[src/rtl/btn_debounce_multi.sv]
// btn_debounce_multi: N-channel button debouncer with one shared sample tick.
// Ports: clk, rst (sync, active-high), i_btn[N_BTN] raw buttons,
//   o_level stable level, o_rise / o_fall one-clk edge pulses,
//   o_long one-clk long-press pulse.
// Build option: define BTN_LONG_PRESS_EN to build the per-channel hold
//   counters; otherwise o_long is tied to 0 and the port list is unchanged.
module btn_debounce_multi #(
  parameter int N_BTN       = 4,
  parameter int CLK_DIV     = 100,
  parameter int SHIFT_DEPTH = 4,
  parameter int LONG_TICKS  = 1000
) (
  input  logic             clk,
  input  logic             rst,
  input  logic [N_BTN-1:0] i_btn,
  output logic [N_BTN-1:0] o_level,
  output logic [N_BTN-1:0] o_rise,
  output logic [N_BTN-1:0] o_fall,
  output logic [N_BTN-1:0] o_long
);

  localparam int CW = $clog2(CLK_DIV);
  localparam logic [CW-1:0] DIV_LAST = CW'(CLK_DIV - 1);

  logic [CW-1:0]          div_cnt;
  logic                   tick;

  logic [N_BTN-1:0]       sync_a;
  logic [N_BTN-1:0]       sync_b;

  logic [SHIFT_DEPTH-1:0] shreg [N_BTN];
  logic [N_BTN-1:0]       all_hi;
  logic [N_BTN-1:0]       all_lo;

  logic [N_BTN-1:0]       level;
  logic [N_BTN-1:0]       level_d;

  // Shared sample tick: one clk high every CLK_DIV clks.
  always_ff @(posedge clk) begin
    if (rst) begin
      div_cnt <= '0;
    end else if (div_cnt == DIV_LAST) begin
      div_cnt <= '0;
    end else begin
      div_cnt <= div_cnt + CW'(1);
    end
  end

  assign tick = (div_cnt == DIV_LAST);

  // Two-flop synchronizer for the asynchronous pins.
  always_ff @(posedge clk) begin
    if (rst) begin
      sync_a <= '0;
      sync_b <= '0;
    end else begin
      sync_a <= i_btn;
      sync_b <= sync_a;
    end
  end

  // Sample history, newest sample in bit 0.
  always_ff @(posedge clk) begin
    if (rst) begin
      for (int k = 0; k < N_BTN; k++) begin
        shreg[k] <= '0;
      end
    end else if (tick) begin
      for (int k = 0; k < N_BTN; k++) begin
        shreg[k] <= {shreg[k][SHIFT_DEPTH-2:0], sync_b[k]};
      end
    end
  end

  always_comb begin
    all_hi = '0;
    all_lo = '0;
    for (int k = 0; k < N_BTN; k++) begin
      all_hi[k] = &shreg[k];
      all_lo[k] = ~|shreg[k];
    end
  end

  // Hysteresis: a unanimous window sets or clears, mixed holds.
  // all_hi and all_lo can never both be set for one channel.
  always_ff @(posedge clk) begin
    if (rst) begin
      level   <= '0;
      level_d <= '0;
    end else begin
      level   <= (level | all_hi) & ~all_lo;
      level_d <= level;
    end
  end

  assign o_level = level;
  assign o_rise  = level & ~level_d;
  assign o_fall  = ~level & level_d;

`ifdef BTN_LONG_PRESS_EN
  localparam int HW = $clog2(LONG_TICKS + 1);
  localparam logic [HW-1:0] HOLD_MAX = HW'(LONG_TICKS);
  localparam logic [HW-1:0] HOLD_PRE = HW'(LONG_TICKS - 1);

  logic [HW-1:0]    hold [N_BTN];
  logic [N_BTN-1:0] long_q;

  // Hold counter saturates at LONG_TICKS so the pulse fires once
  // per press; it restarts only after the level drops.
  always_ff @(posedge clk) begin
    if (rst) begin
      long_q <= '0;
      for (int k = 0; k < N_BTN; k++) begin
        hold[k] <= '0;
      end
    end else begin
      for (int k = 0; k < N_BTN; k++) begin
        long_q[k] <= 1'b0;
        if (!level[k]) begin
          hold[k] <= '0;
        end else if (tick && hold[k] != HOLD_MAX) begin
          hold[k]   <= hold[k] + HW'(1);
          long_q[k] <= (hold[k] == HOLD_PRE);
        end
      end
    end
  end

  assign o_long = long_q;
`else
  assign o_long = '0;
`endif

endmodule
[config.mk]
export PLATFORM = sky130hd
export DESIGN_NAME = btn_debounce_multi
export DESIGN_NICKNAME = d
export VERILOG_FILES = /design/src/rtl/btn_debounce_multi.sv
export SDC_FILE = /design/constraint.sdc
export NUM_CORES = 1
export LEC_CHECK = 0
export CAP_MARGIN = 20
export CORE_AREA = 3 3 56 58
export CTS_CLUSTER_DIAMETER = 150
export DETAILED_ROUTE_END_ITERATION = 7
export DIE_AREA = 0 0 59 61
export GPL_TIMING_DRIVEN = 0
export PLACE_DENSITY = 0.9
export SLEW_MARGIN = 20
export SYNTH_ARGS = -nofsm -noshare
export SYNTH_HDL_FRONTEND = slang
export SYNTH_SLANG_ARGS = --single-unit
[constraint.sdc]
create_clock -name clk -period 5.6 [get_ports clk]
set_input_delay 0.84 -clock clk [delete_from_list [all_inputs] [get_ports clk]]
set_output_delay 0.84 -clock clk [all_outputs]
set_load 0.1 [all_outputs]
==> out/qor.yml <==
sta:
  maxSlewHeadroom_pct: 33.07
  tightest_slew_ns: 1.003
  setup_viol: 0
  tns_ns: 0
  rsz0062_at_grt: "false"
  fmax_mhz: 347.6
  finalCriticalPeriod_ns: 2.877
  finalClockSkew_ns: 0.01904
  fin_crit_sh_pct: 51.37
  drv_slew: 0
  hold_violations: 0
die:
  die_w_um: 59
  fp.dieArea_um2: 3599
  rows: 19
  start_util_pct: 54.16
  ios: 22
  fp.dieH_um: 61
  fp.coreArea_um2: 2710
global_route:
  grt_pass1_wl_um: 3939
  overflow: 0
  grt_max_degree: 23
  grt_pass1_vias: 877
  grt_use_total_pct: 15.41
  antenna_found_initial: 0
clock_tree:
  cts_root_buf: "clkbuf_4"
  cts_buffer_depth: 2
  clkTransAtPathRegs_ns: 0.12
  cts_setup_buffers: 0
  clock_latency_ns: 0.35
  cts_tree: "done"
  cts_made_buffers: 5
  clkSinkCount: 39
  cts_resized: 0
  htreeDepth: 2
  hold_buffers: 0
yosys:
  yosysTopAreaCell: "edfxtp_1"
  synth_area_per_cell_um2: 12.44
  synth-seq-cells: 39
  synthDominantCellAreaShare_pct: 32.74
  synth-warning-count: 0
  synth_area_leaders: "edfxtp_1, dfxtp_1, nor2b_1"
  seq_area_frac_synth_pct: 64.11
  yosys.cell_types.count: 24
  netlist_instances: 118
  syn-cell-area_um2: 1468
pwr:
  finalPower_uw: 502.9
  clkPwrFrac_pct: 26.5
  leakagePower_nw: 0.6502
  p_sw_uw: 134.1
  peakVddDrop_mv: 0.2408
  internal_power_uw: 368.8
  p_comb_share_pct: 10.9
  power_density_nw_per_um2: 289.4
  power_frac_seq_pct: 62.7
  switching_share_pct: 26.67
critical_path:
  crit_fanout: 5
  slowest_stage: "clkdlybuf4s50_1"
  rrSetupSlack_ns: 3.49
  slowest_delay_ns: 1.14
  critical_path.cell_chain: "nor2b_1 > clkdlybuf4s50_1"
  critPathKind: "reg2out"
  cp.required_ns: 4.76
  timing.rr.end: "shreg[3][1]"
  arrival_ns: 2.04
  setup.worst_path.end_class: "primary output"
  start_kind: "flip-flop"
  r2r-start: "div_cnt[2]"
  worst-r2r-cell-count: 2
final_layout:
  utilization_pct: 64.13
  syn_to_final_growth_pct: 18.41
  final_cell_mix: "dfxtp_1, nor2b_1, clkdlybuf4s50_1, edfxtp_1, and2_2"
  fillerInstances: 235
  nets: 152
  layout_commonest_cell: "dfxtp_1"
  antenna_cells: 0
  drive_gt1_share_pct: 17.81
detailed_routing:
  remaining_drc_errors: 0
  wl_met1_um: 945
  drtPass1Iterations: 4
  ant_nets: 0
  dr_wl_met3_um: 123
  wl_met2_um: 1145
  vias_per_cell: 5.186
  vias: 918
  highest_layer: "met4"
  wire_per_inst_um: 12.82
  wl_um: 2269
  drtIter0Drc: 24
flow_run:
  cap_violations: 0
placement:
  dp.final_hpwl_um: 1543
  place_congestion: 0.6995
  port-buffer-count: 17
worst_hold_path:
  min_path_type: "reg2reg"
  hold_start: "sync_a[0]"
  min_to: "sync_b[0]"
  whs_path_depth: 1
run_status:
  outcome: "finished, final reports clean"
critical path, delay by kind of cell, from the launching register on:
kind                   cells  cell delay (ns)
buffers and inverters      1             1.14
flip-flops                 1             0.40
AND/OR/NAND/NOR            1             0.14
per-stage QoR:
stage / instance area (µm²) / std cells / worst slack (ns) / hold WS (ns)
floorplan: 1479 / 121 / 2.342 / 0.4138
global placement: 1688 / 169 / 3.109 / 0.4221
detailed placement: 1688 / 169 / 3.088 / 0.4249
CTS: 1738 / 177 / 2.702 / 0.4505
global route: 1738 / 177 / 2.625 / 0.4658
finish: 1738 / 177 / 2.723 / 0.4474
cell type report:
cell class	count	area, µm²	area share (%)
inverter	1	3.754	0.2160
timing repair buffer	17	170.2	9.791
clock inverter	2	8.758	0.5040
buffer	6	45.04	2.592
sequential	39	940.9	54.14
clock buffer	6	41.29	2.376
multi-input combinational	75	489.2	28.15
tap	31	38.79	2.232
logic make-up after synthesis:
kind of cell             synth area share (%)
AND/OR/NAND/NOR                         23.78
flip-flops                              64.11
AO/OA/AOI/OAI                           5.882
buffers and inverters                   3.324
XOR/XNOR                                1.791
adder cells (fa/ha/maj)                0.8524
other                                  0.2555
state kept, by name, indices dropped and copies added, names as in the netlist:
name / flops
o_level: 4
sync_a: 4
shreg: 16
div_cnt: 7
sync_b: 4
level_d: 4
power groups by stage:
stage | combinational [mW] | clock [mW] | sequential [mW]
2_1_floorplan | 0.0360 | 0 | 0.326
3_3_place_gp | 0.0538 | 0 | 0.320
3_5_place_dp | 0.0549 | 0 | 0.321
4_1_cts | 0.0549 | 0.140 | 0.315
5_1_grt | 0.0577 | 0.153 | 0.317
6_report | 0.0546 | 0.133 | 0.315
cell usage after synthesis (all sizes together):
cell type	count
o21ai	2
conb	1
a21oi	6
buf	5
o21bai	1
xor2	2
or4b	1
inv	1
clkbuf	1
xnor2	1
ha	1
nor2b	20
nor3	1
nand4	4
edfxtp	16
or3	2
o41ai	4
nand2	2
nor2	5
nand3	3
dfxtp	23
and2	16
layer usage:
| metal | vias to the layer above | GRT usage [%] |
|---|---|---|
| li1 | 455 | - |
| met2 | 21 | 24.61 |
| met4 | 0 | 11.65 |
| met1 | 435 | 17.50 |
| met5 | - | 0 |
| met3 | 7 | 4.468 |
how the worst max path moves through the flow:
stage / startpoint / to / slack (ns) / cells after the start
6_report: o_level[2] / o_rise[2] / 2.72 / 2
5_1_grt: o_level[2] / o_rise[2] / 2.63 / 2
4_1_cts: o_level[2] / o_rise[2] / 2.70 / 2
3_5_place_dp: rst / shreg[2][1] / 3.09 / 2
3_3_place_gp: rst / shreg[2][1] / 3.11 / 2
2_1_floorplan: o_level[0] / o_rise[0] / 2.34 / 1
No activity file was read; power rests on OpenSTA's default activity.
